### src/rtl/sd_bd_fetch_if.sv
// Handshake bundle between the descriptor fetch engine, the sd_bd ring and the SD data master.
// The master modport is the fetch engine's view; slave is the ring/data-master side.
interface sd_bd_fetch_if #(
  parameter int MEM_W        = 16,
  parameter int BD_W         = 8,
  parameter int WORDS_PER_BD = 4
);
  localparam int F = MEM_W * WORDS_PER_BD / 2;

  logic [BD_W-1:0]  free_bd;
  logic             re_s;
  logic             ack_o_s;
  logic [MEM_W-1:0] dat_out_s;
  logic             a_cmp;
  logic             desc_valid;
  logic             desc_ready;
  logic [F-1:0]     desc_sys_addr;
  logic [F-1:0]     desc_card_addr;
  logic             xfer_done;

  modport master (
    output re_s, a_cmp, desc_valid, desc_sys_addr, desc_card_addr,
    input  free_bd, ack_o_s, dat_out_s, desc_ready, xfer_done
  );

  modport slave (
    input  re_s, a_cmp, desc_valid, desc_sys_addr, desc_card_addr,
    output free_bd, ack_o_s, dat_out_s, desc_ready, xfer_done
  );
endinterface

### src/rtl/sd_bd_fetch.sv
// Descriptor fetch engine: pops one descriptor from sd_bd word by word, hands it to the
// data master, waits for the transfer and retires the ring entry with a one-cycle a_cmp.
module sd_bd_fetch #(
  parameter int MEM_W        = 16,
  parameter int BD_W         = 8,
  parameter int BD_SIZE      = 8,
  parameter int WORDS_PER_BD = 4,
  parameter int ACK_TIMEOUT  = 255
) (
  input  logic               clk,
  input  logic               rst,
  sd_bd_fetch_if.master      bus,
  input  logic               en,
  input  logic               err_clr,
  output logic               busy,
  output logic               fetch_err,
  output logic [15:0]        bd_cnt
);
  localparam int F     = MEM_W * WORDS_PER_BD / 2;
  localparam int IDX_W = (WORDS_PER_BD > 2) ? $clog2(WORDS_PER_BD) : 1;
  localparam int TO_W  = $clog2(ACK_TIMEOUT + 1);

  localparam logic [IDX_W-1:0] LAST_IDX = IDX_W'(WORDS_PER_BD - 1);
  localparam logic [IDX_W-1:0] HALF_IDX = IDX_W'(WORDS_PER_BD / 2);
  localparam logic [TO_W-1:0]  TO_LAST  = TO_W'(ACK_TIMEOUT - 1);
  localparam logic [BD_W-1:0]  RING_SZ  = BD_W'(BD_SIZE);

  typedef enum logic [2:0] {IDLE, REQ, GAP, PRESENT, BUSY, CMP, SETTLE} state_t;

  state_t           state;
  logic [IDX_W-1:0] word_idx;
  logic [TO_W-1:0]  to_cnt;
  logic             re_s_q;
  logic             a_cmp_q;
  logic             desc_valid_q;
  logic [F-1:0]     sys_addr_q;
  logic [F-1:0]     card_addr_q;

  // Anything above the ring depth is as good as empty, so only strictly-less starts a fetch.
  logic         ring_has_bd;
  logic [F-1:0] word_top;
  assign ring_has_bd = bus.free_bd < RING_SZ;
  // Words shift in from the top, so after a half's worth of words word 0 sits in the LSBs.
  assign word_top    = F'(bus.dat_out_s) << (F - MEM_W);

  assign bus.re_s           = re_s_q;
  assign bus.a_cmp          = a_cmp_q;
  assign bus.desc_valid     = desc_valid_q;
  assign bus.desc_sys_addr  = sys_addr_q;
  assign bus.desc_card_addr = card_addr_q;

  // NOTE: all state uses non-blocking assignments; where two assignments to the same
  // register fire in one cycle the later one in this block takes effect.
  always_ff @(posedge clk or negedge rst) begin
    if (!rst) begin
      state        <= IDLE;
      word_idx     <= '0;
      to_cnt       <= '0;
      re_s_q       <= 1'b0;
      a_cmp_q      <= 1'b0;
      desc_valid_q <= 1'b0;
      busy         <= 1'b0;
      fetch_err    <= 1'b0;
      bd_cnt       <= '0;
      sys_addr_q   <= '0;
      card_addr_q  <= '0;
    end else begin
      if (err_clr) fetch_err <= 1'b0;

      case (state)
        IDLE: begin
          if (en && ring_has_bd && !fetch_err) begin
            state    <= REQ;
            re_s_q   <= 1'b1;
            busy     <= 1'b1;
            word_idx <= '0;
            to_cnt   <= '0;
          end
        end
        REQ: begin
          if (bus.ack_o_s) begin
            re_s_q <= 1'b0;
            to_cnt <= '0;
            if (word_idx < HALF_IDX) sys_addr_q  <= (sys_addr_q  >> MEM_W) | word_top;
            else                     card_addr_q <= (card_addr_q >> MEM_W) | word_top;
            if (word_idx == LAST_IDX) begin
              state        <= PRESENT;
              desc_valid_q <= 1'b1;
            end else begin
              state    <= GAP;
              word_idx <= word_idx + IDX_W'(1);
            end
          end else if (to_cnt == TO_LAST) begin
            // Abandon the descriptor; the entry stays in the ring because no a_cmp is sent.
            re_s_q    <= 1'b0;
            fetch_err <= 1'b1;
            busy      <= 1'b0;
            to_cnt    <= '0;
            state     <= IDLE;
          end else begin
            to_cnt <= to_cnt + TO_W'(1);
          end
        end
        GAP: begin
          state  <= REQ;
          re_s_q <= 1'b1;
        end
        PRESENT: begin
          if (bus.desc_ready) begin
            desc_valid_q <= 1'b0;
            state        <= BUSY;
          end
        end
        BUSY: begin
          if (bus.xfer_done) begin
            a_cmp_q <= 1'b1;
            bd_cnt  <= bd_cnt + 16'd1;
            state   <= CMP;
          end
        end
        CMP: begin
          a_cmp_q <= 1'b0;
          state   <= SETTLE;
        end
        SETTLE: begin
          // Gives sd_bd a cycle to publish the updated free_bd before IDLE samples it.
          busy  <= 1'b0;
          state <= IDLE;
        end
        default: state <= IDLE;
      endcase
    end
  end
endmodule

### src/flat_wrapper.sv
// flat-port wrapper written by rule: the top's interface ports become plain ports
module sd_bd_fetch_flat 
#(
  parameter int MEM_W        = 16,
  parameter int BD_W         = 8,
  parameter int BD_SIZE      = 8,
  parameter int WORDS_PER_BD = 4,
  parameter int ACK_TIMEOUT  = 255
)
  (clk, rst, en, err_clr, busy, fetch_err, bd_cnt, bus_re_s, bus_a_cmp, bus_desc_valid, bus_desc_sys_addr, bus_desc_card_addr, bus_free_bd, bus_ack_o_s, bus_dat_out_s, bus_desc_ready, bus_xfer_done);
  sd_bd_fetch_if #(.MEM_W(MEM_W), .BD_W(BD_W), .WORDS_PER_BD(WORDS_PER_BD)) bus_i ();
  input  logic clk;
  input  logic rst;
  input  logic en;
  input  logic err_clr;
  output logic busy;
  output logic fetch_err;
  output logic [15:0] bd_cnt;
  output wire logic [$bits(bus_i.re_s)-1:0] bus_re_s;
  output wire logic [$bits(bus_i.a_cmp)-1:0] bus_a_cmp;
  output wire logic [$bits(bus_i.desc_valid)-1:0] bus_desc_valid;
  output wire logic [$bits(bus_i.desc_sys_addr)-1:0] bus_desc_sys_addr;
  output wire logic [$bits(bus_i.desc_card_addr)-1:0] bus_desc_card_addr;
  input wire logic [$bits(bus_i.free_bd)-1:0] bus_free_bd;
  input wire logic [$bits(bus_i.ack_o_s)-1:0] bus_ack_o_s;
  input wire logic [$bits(bus_i.dat_out_s)-1:0] bus_dat_out_s;
  input wire logic [$bits(bus_i.desc_ready)-1:0] bus_desc_ready;
  input wire logic [$bits(bus_i.xfer_done)-1:0] bus_xfer_done;
  assign bus_re_s = bus_i.re_s;
  assign bus_a_cmp = bus_i.a_cmp;
  assign bus_desc_valid = bus_i.desc_valid;
  assign bus_desc_sys_addr = bus_i.desc_sys_addr;
  assign bus_desc_card_addr = bus_i.desc_card_addr;
  assign bus_i.free_bd = bus_free_bd;
  assign bus_i.ack_o_s = bus_ack_o_s;
  assign bus_i.dat_out_s = bus_dat_out_s;
  assign bus_i.desc_ready = bus_desc_ready;
  assign bus_i.xfer_done = bus_xfer_done;
  sd_bd_fetch #(.MEM_W(MEM_W), .BD_W(BD_W), .BD_SIZE(BD_SIZE), .WORDS_PER_BD(WORDS_PER_BD), .ACK_TIMEOUT(ACK_TIMEOUT)) u_core (.clk(clk), .rst(rst), .bus(bus_i), .en(en), .err_clr(err_clr), .busy(busy), .fetch_err(fetch_err), .bd_cnt(bd_cnt));
endmodule
### config.mk
export PLATFORM = sky130hd
export DESIGN_NAME = sd_bd_fetch_flat
export DESIGN_NICKNAME = d
export VERILOG_FILES = /design/src/rtl/sd_bd_fetch_if.sv /design/src/rtl/sd_bd_fetch.sv /design/src/flat_wrapper.sv
export SDC_FILE = /design/constraint.sdc
export NUM_CORES = 1
export LEC_CHECK = 0
export CORE_MARGIN = 2
export CORE_UTILIZATION = 35
export DETAILED_ROUTE_END_ITERATION = 12
export SLEW_MARGIN = 30
export SYNTH_ARGS = -nofsm -noshare
export SYNTH_HDL_FRONTEND = slang
export SYNTH_SLANG_ARGS = --single-unit
### constraint.sdc
create_clock -name clk -period 4.7 [get_ports clk]
set_clock_uncertainty 0.2 [all_clocks]
set_input_delay 0.47 -clock clk [delete_from_list [all_inputs] [get_ports clk]]
set_output_delay 0.47 -clock clk [all_outputs]
set_load 0.05 [all_outputs]
==> results of run 1 <==
==> where the power goes <==
group	switching (mW)	leakage, nW	internal (mW)
clock	0.298	0.149	0.425
combinational	1.48	1.09	0.891
sequential	0.267	1.24	1.18
total	2.05	2.47	2.50
==> flip-flops by register name (all words and copies together) (netlist names), 2 cells and up <==
name,count
u_core.word_idx,2
u_core.bd_cnt,16
u_core.state,3
u_core.bus.desc_card_addr,32
u_core.to_cnt,8
u_core.bus.desc_sys_addr,32
==> through the flow <==
| stage | hold WS (ns) | setup WS [ns] | power (mW) |
|---|---|---|---|
| global route | 0.04949 | 2.024 | 4.785 |
| finish | -0.01079 | 2.228 | 4.549 |
| detailed placement | 0.2737 | 1.878 | 3.855 |
| CTS | 0.01256 | 2.022 | 4.599 |
| floorplan | -0.02559 | 2.785 | 3.040 |
| global placement | 0.2638 | 1.884 | 3.816 |
==> critical path: stages, from the launching register on <==
cell	delay, ns
dfrtp_1	0.54
nor2_1	0.39
nand3_1	0.20
nor2_4	0.44
buf_16	0.22
mux2_2	0.35
==> synth_stat cells, types with 4 or more instances <==
cell type,count
dfrtp_1,98
mux2_2,62
nand2_1,15
xnor2_1,12
and3_1,9
nand3_1,8
nand4_1,7
a21oi_1,6
a211o_1,5
nor3_2,5
and4_1,4
buf_2,4
buf_4,4
ha_1,4
inv_1,4
nor3_1,4
==> kinds of logic after synthesis <==
logic type,Yosys count,share of synthesized area (%)
AO/OA/AOI/OAI,33,6.316
XOR/XNOR,15,3.189
adder cells (fa/ha/maj),4,1.215
buffers and inverters,14,1.761
flip-flops,98,59.52
multiplexers,67,18.22
AND/OR/NAND/NOR,67,9.778
==> final timing paths <==
| kind | end | startpoint | slack (ns) |
|---|---|---|---|
| hold reg to reg | u_core.bd_cnt[15]$_DFFE_PN0P_ | u_core.bd_cnt[15]$_DFFE_PN0P_ | 0.28 |
| setup / recovery | u_core.bus.desc_sys_addr[9]$_DFFE_PN0P_ | u_core.state[1]$_DFFE_PN0P_ | 2.23 |
| min in group clk | u_core.bd_cnt[15]$_DFFE_PN0P_ | u_core.bd_cnt[15]$_DFFE_PN0P_ | 0.28 |
| setup reg to reg | u_core.bus.desc_sys_addr[9]$_DFFE_PN0P_ | u_core.state[1]$_DFFE_PN0P_ | 2.23 |
| hold / removal | u_core.bus.desc_sys_addr[5]$_DFFE_PN0P_ | rst | -0.01 |
| max in group asynchronous | u_core.bus.desc_card_addr[7]$_DFFE_PN0P_ | rst | 3.27 |
==> layout make-up <==
class	instances	area (um^2)
well taps	143	178.9
multi-input cells	186	1600
clock inverters	5	53.80
fillers	1022	5763
repair buffers	115	1161
flip-flops and latches	98	2452
clock buffers	11	242.7
inverters	4	15.01
==> per-layer routing <==
metal / track usage, % / share of wire [%] / vias up
met5: 0 / 0 / -
met4: 4.634 / 1.4 / 0
met3: 3.456 / 3.6 / 12
met2: 25.22 / 52 / 58
met1: 17.83 / 43 / 1380
li1: - / - / 1315
==> run_results.csv, run 1 <==
group,metric,value,unit
status,outcome,"finished, violations left",
status,violations,"negative hold slack",
sta,slew_violations,0,
layout,fin_util,49.74,%
setup_path,critPathLaunchType,"register",
yosys,yosysTopAreaCell,"dfrtp_1",
routing,drt_drc_violations_left,0,
sta,worst_slew_pin_slew,0.7318,ns
setup_path,end_kind,"register",
place,dpl_cell_area,5380,um^2
yosys,synth_top_area_share,59.52,%
place,gp_congestion,0.7723,
place,io_buffer_count,112,
routing,via_per_inst,4.920,
pwr,leakagePower,2.473,nW
layout,layout_common_cells,"clkdlybuf4s50_1 (111), dfrtp_1 (98), mux2_2 (62)",
grt,grt-ovfl-total,0,
clock_tree,cts.sinks,98,
clock_tree,numCtsBuffers,9,
sta,fin_crit,2.472,ns
clock_tree,cts_max_level,3,
clock_tree,cts_tree,"yes",
layout,final_cells,562,
grt,track_usage,14.49,%
grt,grt_pass1_wl,14630,um
yosys,syn-mean-instance-area,13.83,um^2
sta,fmax,0.4045,GHz
sta,setup_viol,0,
grt,grt_pass1_vias,2869,
clock_tree,cts_root_buffer,"clkbuf_16",
yosys,synthFlopType,"dfrtp_1",
yosys,ys_types,44,
yosys,synth.cell_area,4120,um^2
clock_tree,hold_buffers,0,
pwr,pwr_density_cell,797.4,nW/um^2
pwr,vdd_drop_max,0.5660,mV
layout,antennaDiodeCount,0,
routing,drt-initial-drc-count,119,
routing,firstDrtPassIters,4,
clock_tree,clk_path_buf_depth,2,
yosys,synth.yosys.warnings,0,
layout,layout_commonest_cell,"clkdlybuf4s50_1",
floorplanning,die-area,12660,um^2
floorplanning,ios,116,
setup_path,crit_type,"reg -> reg",
setup_path,cp.arrival,2.49,ns
yosys,async_flop_share,100.0,%
clock_tree,cts-resized-gates,0,
setup_path,crit_fanout,19,
sta,max-slew-margin-rel,51.21,%
grt,grt_antenna_before_repair,0,
grt,grt_max_degree,58,
floorplanning,dieHeight,112.5,um
routing,wl_per_cell,15.37,um
setup_path,required,4.72,ns
routing,ant_nets,0,
sta,setup_tns,0,ns
layout,drive_above_1_share,21.72,%
place,hpwl,6079,um
layout,nets,449,
sta,post-route-period-util,52.60,%
worst_hold_path,hp-class,"in -> async",
run,drv_cap,0,
setup_path,r2r_cells,5,
clock_tree,clkSlewWorstSetupHoldPaths,0.07,ns
yosys,yosysSeqAreaShare,59.52,%
layout,final_area,5704,um^2
clock_tree,cts_setup_buffers,0,
yosys,syn_inst,298,
yosys,ys_ff_latch,98,
routing,vias,2765,
place,dp.cells,545,
floorplanning,rows,39,
floorplanning,core_area,11470,um^2
sta,whs,-0.01079,ns
routing,drt_wl_total,8638,um
floorplanning,initial_core_util,35.93,%
sta,rsz0062_at_grt,"no",
layout,synthToLayoutAreaGrowth,38.45,%
yosys,synth-edff-count,0,
yosys,syn-num-nets,333,
floorplanning,die_width,112.5,um
clock_tree,clock_latency,0.34,ns
yosys,ys_top_cells_by_area,"dfrtp_1 (60%), mux2_2 (17%), xnor2_1 (2.6%), and3_1 (1.4%), nand2_1 (1.4%)",
sta,hold_viol,11,
(Power assumes the default switching activity.)
==> run 2, diff against run 1 <==
==> constraint.sdc (replaced) <==
create_clock -name clk -period 2.2 [get_ports clk]
set_clock_uncertainty 0.2 [all_clocks]
set_input_delay 0.22 -clock clk [delete_from_list [all_inputs] [get_ports clk]]
set_output_delay 0.22 -clock clk [all_outputs]
set_load 0.05 [all_outputs]
==> run_results.csv, run 2 (synthesis gave the netlist of run 1 again) <==
group,metric,value,unit
status,outcome,"finished, final reports clean",
floorplanning,dieHeight,112.5,um
layout,synthToLayoutAreaGrowth,41.27,%
place,gp_congestion,0.7730,
setup_path,crit_type,"reg -> out",
layout,final_area,5821,um^2
setup_path,crit_fanout,7,
pwr,finalPower,9.784,mW
run,drv_cap,0,
grt,grt_antenna_before_repair,0,
clock_tree,cts_root_buffer,"clkbuf_16",
setup_path,crit_path_top_delay_cell,"clkdlybuf4s50_1",
place,io_buffer_count,112,
sta,fin_crit,2.073,ns
floorplanning,die_width,112.5,um
sta,fmax,0.4825,GHz
routing,drt_wl_total,8617,um
grt,track_usage,14.76,%
sta,slew_violations,0,
sta,post-route-period-util,94.21,%
setup_path,required,1.78,ns
setup_path,worst-path-buf-inv,1,
sta,rsz0062_at_grt,"no",
setup_path,end_kind,"output port",
floorplanning,rows,39,
pwr,vdd_drop_max,0.9697,mV
floorplanning,die-area,12660,um^2
clock_tree,cts_tree,"yes",
clock_tree,numCtsBuffers,9,
setup_path,crit_family,"buffers and inverters",
routing,firstDrtPassIters,4,
sta,worst_slew_pin_slew,0.5632,ns
layout,layout_commonest_cell,"clkdlybuf4s50_1",
setup_path,critPathLaunchType,"register",
grt,grt_pass1_vias,2888,
routing,drt_drc_violations_left,0,
floorplanning,core_area,11470,um^2
routing,drt-initial-drc-count,90,
clock_tree,cts_max_level,3,
routing,vias,2785,
layout,layout_common_cells,"clkdlybuf4s50_1 (111), dfrtp_1 (98), mux2_2 (62)",
sta,setup_viol,0,
layout,fillers,1016,
setup_path,slowest_delay,0.85,ns
sta,hold_viol,0,
routing,ant_nets,0,
sta,max-slew-margin-rel,62.34,%
sta,setup_tns,0,ns
worst_hold_path,hp-class,"in -> async",
grt,grt-ovfl-total,0,
clock_tree,cts.sinks,98,
layout,antennaDiodeCount,0,
place,hpwl,6246,um
floorplanning,ios,116,
layout,nets,462,
layout,drive_above_1_share,23.67,%
setup_path,cp.arrival,1.65,ns
clock_tree,clk_path_buf_depth,2,
clock_tree,clock_latency,0.33,ns
grt,grt_pass1_wl,14840,um
routing,via_per_inst,4.852,
routing,wl_per_cell,15.01,um
setup_path,worstPathCellList,"clkdlybuf4s50_1",
grt,grt_max_degree,45,
clock_tree,clkSlewWorstSetupHoldPaths,0.06,ns
floorplanning,initial_core_util,35.93,%
place,dpl_cell_area,5515,um^2
pwr,pwr_density_cell,1681,nW/um^2
clock_tree,cts_setup_buffers,0,
pwr,leakagePower,2.529,nW
-- run 2: changes by cell type in the layout (fill, tap and decap cells not counted), sizes merged --
cell and change:
clkinv -4, clkinvlp +3, buf +12, dlygate4sd3 +1
-- run 2: path summary, 6_finish.rpt --
kind,startpoint,cells past startpoint,end,slack (ns)
worst max-delay path,u_core.bd_cnt[0]$_DFFE_PN0P_,1,bd_cnt[0],0.13
worst min-delay path,rst,2,u_core.bus.desc_sys_addr[1]$_DFFE_PN0P_,0.19
worst max register to register,u_core.state[2]$_DFFE_PN0P_,4,u_core.to_cnt[7]$_DFFE_PN0P_,0.17
worst min register to register,u_core.bd_cnt[15]$_DFFE_PN0P_,1,u_core.bd_cnt[15]$_DFFE_PN0P_,0.27
max in group asynchronous,rst,3,u_core.bus.desc_card_addr[26]$_DFFE_PN0P_,1.00
min in group clk,err_clr,2,u_core.fetch_err$_DFF_PN0_,0.26
-- run 2: layout make-up --
cell class	instances	area, um^2	share of cell area, %
Clock buffer	11	242.7	4.170
Clock inverter	4	52.55	0.9028
Inverter	4	15.01	0.2580
Multi-Input combinational cell	186	1600	27.49
Sequential cell	98	2452	42.13
Tap cell	143	178.9	3.074
Timing Repair Buffer	128	1279	21.97
-- run 2: what timing repair did --
action,in CTS,in global routing
gates resized for setup,0,0
hold buffers,1,0
endpoints found under the hold margin,33,0
-- run 2: layer usage --
metal / GRT usage (%) / wire [um] / vias up
li1: - / - / 1343
met1: 17.40 / 3546 / 1377
met2: 26.18 / 4595 / 56
met3: 3.618 / 343 / 9
met4: 5.285 / 132 / 0
met5: 0 / 0 / -
-- run 2: power breakdown --
group          internal (mW)  switching [mW]  total [mW]
sequential              2.53           0.512        3.04
combinational           1.97            3.24        5.20
clock                  0.906           0.635        1.54
-- run 2: per-stage QoR --
| stage | utilization, % | cells | setup slack (ns) | hold WS (ns) |
|---|---|---|---|---|
| after floorplan | - | 298 | 0.2851 | -0.2756 |
| after global placement | 48.10 | 558 | 0.07403 | 0.009863 |
| after detailed placement | 48.10 | 558 | 0.05794 | 0.01044 |
| after CTS | 50.76 | 574 | 0.09986 | 0.1917 |
| after global routing | 50.76 | 574 | 0.07118 | 0.2356 |
| final | 50.76 | 574 | 0.1275 | 0.1887 |
==> run 3, diff against run 2 <==
--- a/config.mk
+++ b/config.mk
@@ -8,7 +8,9 @@
 export CORE_MARGIN = 2
 export CORE_UTILIZATION = 35
 export DETAILED_ROUTE_END_ITERATION = 12
+export GPL_TIMING_DRIVEN = 0
 export SLEW_MARGIN = 30
 export SYNTH_ARGS = -nofsm -noshare
 export SYNTH_HDL_FRONTEND = slang
 export SYNTH_SLANG_ARGS = --single-unit
+export TNS_END_PERCENT = 10
==> run_results.csv, run 3 (synthesis gave the netlist of run 1 again) <==
group,metric,value,unit
status,outcome,"finished, final reports clean",
sta,fmax,0.4773,GHz
pwr,intPower,5.279,mW
routing,ant_nets,0,
setup_path,slowest_delay,0.85,ns
routing,wl_per_cell,16.16,um
setup_path,r2r_cells,5,
setup_path,required,1.78,ns
pwr,leakagePower,2.495,nW
floorplanning,dieHeight,112.5,um
floorplanning,rows,39,
floorplanning,die-area,12660,um^2
setup_path,worst-path-buf-inv,1,
layout,synthToLayoutAreaGrowth,39.33,%
routing,vias,2833,
layout,nets,458,
place,dp.cells,554,
sta,slew_violations,0,
sta,post-route-period-util,95.24,%
routing,firstDrtPassIters,4,
sta,hold_viol,0,
layout,drive_above_1_share,22.95,%
setup_path,crit_fanout,7,
clock_tree,clock_latency,0.34,ns
setup_path,end_kind,"output port",
grt,grt-ovfl-total,0,
setup_path,rr_startpoint,"u_core.state[2]$_DFFE_PN0P_",
sta,worst_slew_pin_slew,0.5662,ns
layout,fillers,1020,
layout,register_area,2452,um^2
setup_path,critical_path.startpoint,"u_core.bd_cnt[0]$_DFFE_PN0P_",
pwr,p_seq_share,31.2,%
layout,final_cells,570,
setup_path,critPathLaunchType,"register",
grt,grt_pass1_vias,2930,
sta,max-slew-margin-rel,61.96,%
routing,drt_wl_total,9211,um
routing,drt_drc_violations_left,0,
setup_path,crit_family,"buffers and inverters",
layout,multi_input_area,1598,um^2
clock_tree,cts_tree,"yes",
worst_hold_path,hp-class,"in -> async",
grt,track_usage,15.26,%
run,drv_cap,0,
pwr,switchingPower,4.435,mW
sta,setup_tns,0,ns
floorplanning,initial_core_util,35.93,%
layout,layout_commonest_cell,"clkdlybuf4s50_1",
setup_path,crit_path_top_delay_cell,"clkdlybuf4s50_1",
pwr,sw_frac_of_total,45.65,%
grt,grt_pass1_wl,15290,um
setup_path,r2r_slack,0.16,ns
setup_path,crit_cells,1,
sta,fin_crit,2.095,ns
pwr,clkPwrFrac,15.2,%
grt,grt_antenna_before_repair,0,
clock_tree,cts_max_level,3,
routing,via_per_inst,4.970,
pwr,vdd_drop_max,0.9731,mV
pwr,pwr_density_cell,1692,nW/um^2
place,gp_congestion,0.7741,
layout,antennaDiodeCount,0,
clock_tree,cts_setup_buffers,0,
setup_path,crit_type,"reg -> out",
setup_path,cp.arrival,1.68,ns
clock_tree,numCtsBuffers,9,
place,io_buffer_count,112,
floorplanning,ios,116,
setup_path,setup.worst_path.end,"bd_cnt[0]",
clock_tree,clk_path_buf_depth,2,
place,hpwl,6648,um
floorplanning,core_area,11470,um^2
sta,setup_viol,0,
layout,layout_common_cells,"clkdlybuf4s50_1 (111), dfrtp_1 (98), mux2_2 (62)",
clock_tree,clkSlewWorstSetupHoldPaths,0.07,ns
setup_path,worst_r2r_endpoint,"u_core.bus.desc_sys_addr[16]$_DFFE_PN0P_",
sta,rsz0062_at_grt,"no",
sta,whs,0.1534,ns
clock_tree,cts_root_buffer,"clkbuf_16",
clock_tree,cts.sinks,98,
routing,drt-initial-drc-count,156,
floorplanning,die_width,112.5,um
pwr,pwr-share-comb,53.6,%
setup_path,worstPathCellList,"clkdlybuf4s50_1",
grt,grt_max_degree,63,
run 3: worst min-delay path by stage:
stage | endpoint | slack [ns] | cells after the start
2_1_floorplan | u_core.bd_cnt[0]$_DFFE_PN0P_ | -0.28 | 0
3_3_place_gp | u_core.bd_cnt[15]$_DFFE_PN0P_ | 0.27 | 1
3_5_place_dp | u_core.bus.desc_sys_addr[5]$_DFFE_PN0P_ | -0.05 | 1
4_1_cts | u_core.bus.desc_sys_addr[5]$_DFFE_PN0P_ | 0.15 | 2
5_1_grt | u_core.bus.desc_sys_addr[1]$_DFFE_PN0P_ | 0.17 | 2
6_report | u_core.bus.desc_sys_addr[5]$_DFFE_PN0P_ | 0.15 | 2
run 3: metrics by stage:
step	utilization (%)	area, um^2	worst slack, ns	total power [mW]
floorplan	-	4120	0.2851	6.494
global placement	47.27	5420	-3.026	8.234
detailed placement	47.52	5449	-0.02019	8.310
CTS	50.04	5738	0.04404	9.820
global route	50.06	5741	0.03107	10.19
finish	50.06	5741	0.1048	9.714
run 3: area by class of cell:
| class | instances | share of cell area (%) |
|---|---|---|
| Clock buffer | 11 | 4.403 |
| Timing Repair Buffer | 114 | 20.20 |
| Buffer | 10 | 1.003 |
| Multi-Input combinational cell | 186 | 27.83 |
| Inverter | 4 | 0.2616 |
| Clock inverter | 4 | 0.4577 |
| Sequential cell | 98 | 42.72 |
| Tap cell | 143 | 3.117 |
run 3: timing repair:
item	in CTS	in global routing
resized for setup	0	1
setup endpoints to repair	0	30
hold buffers	1	0
endpoints found under the hold margin	98	0
run 3: power by group through the flow:
stage          logic (mW)  clock network [mW]  registers [mW]
5_1_grt              5.43                1.61            3.15
6_report             5.21                1.47            3.03
4_1_cts              5.26                1.52            3.04
3_3_place_gp         5.20                   0            3.04
2_1_floorplan        1.23                   0            5.26
3_5_place_dp         5.25                   0            3.06
run 3: per-layer routing:
metal  track usage, %  vias up  share of wire [%]
met5                0        -                  0
met4            4.065        0               0.99
met3            4.320        5                3.5
met2            25.98       56                 52
met1            19.19     1435                 44
li1                 -     1337                  -
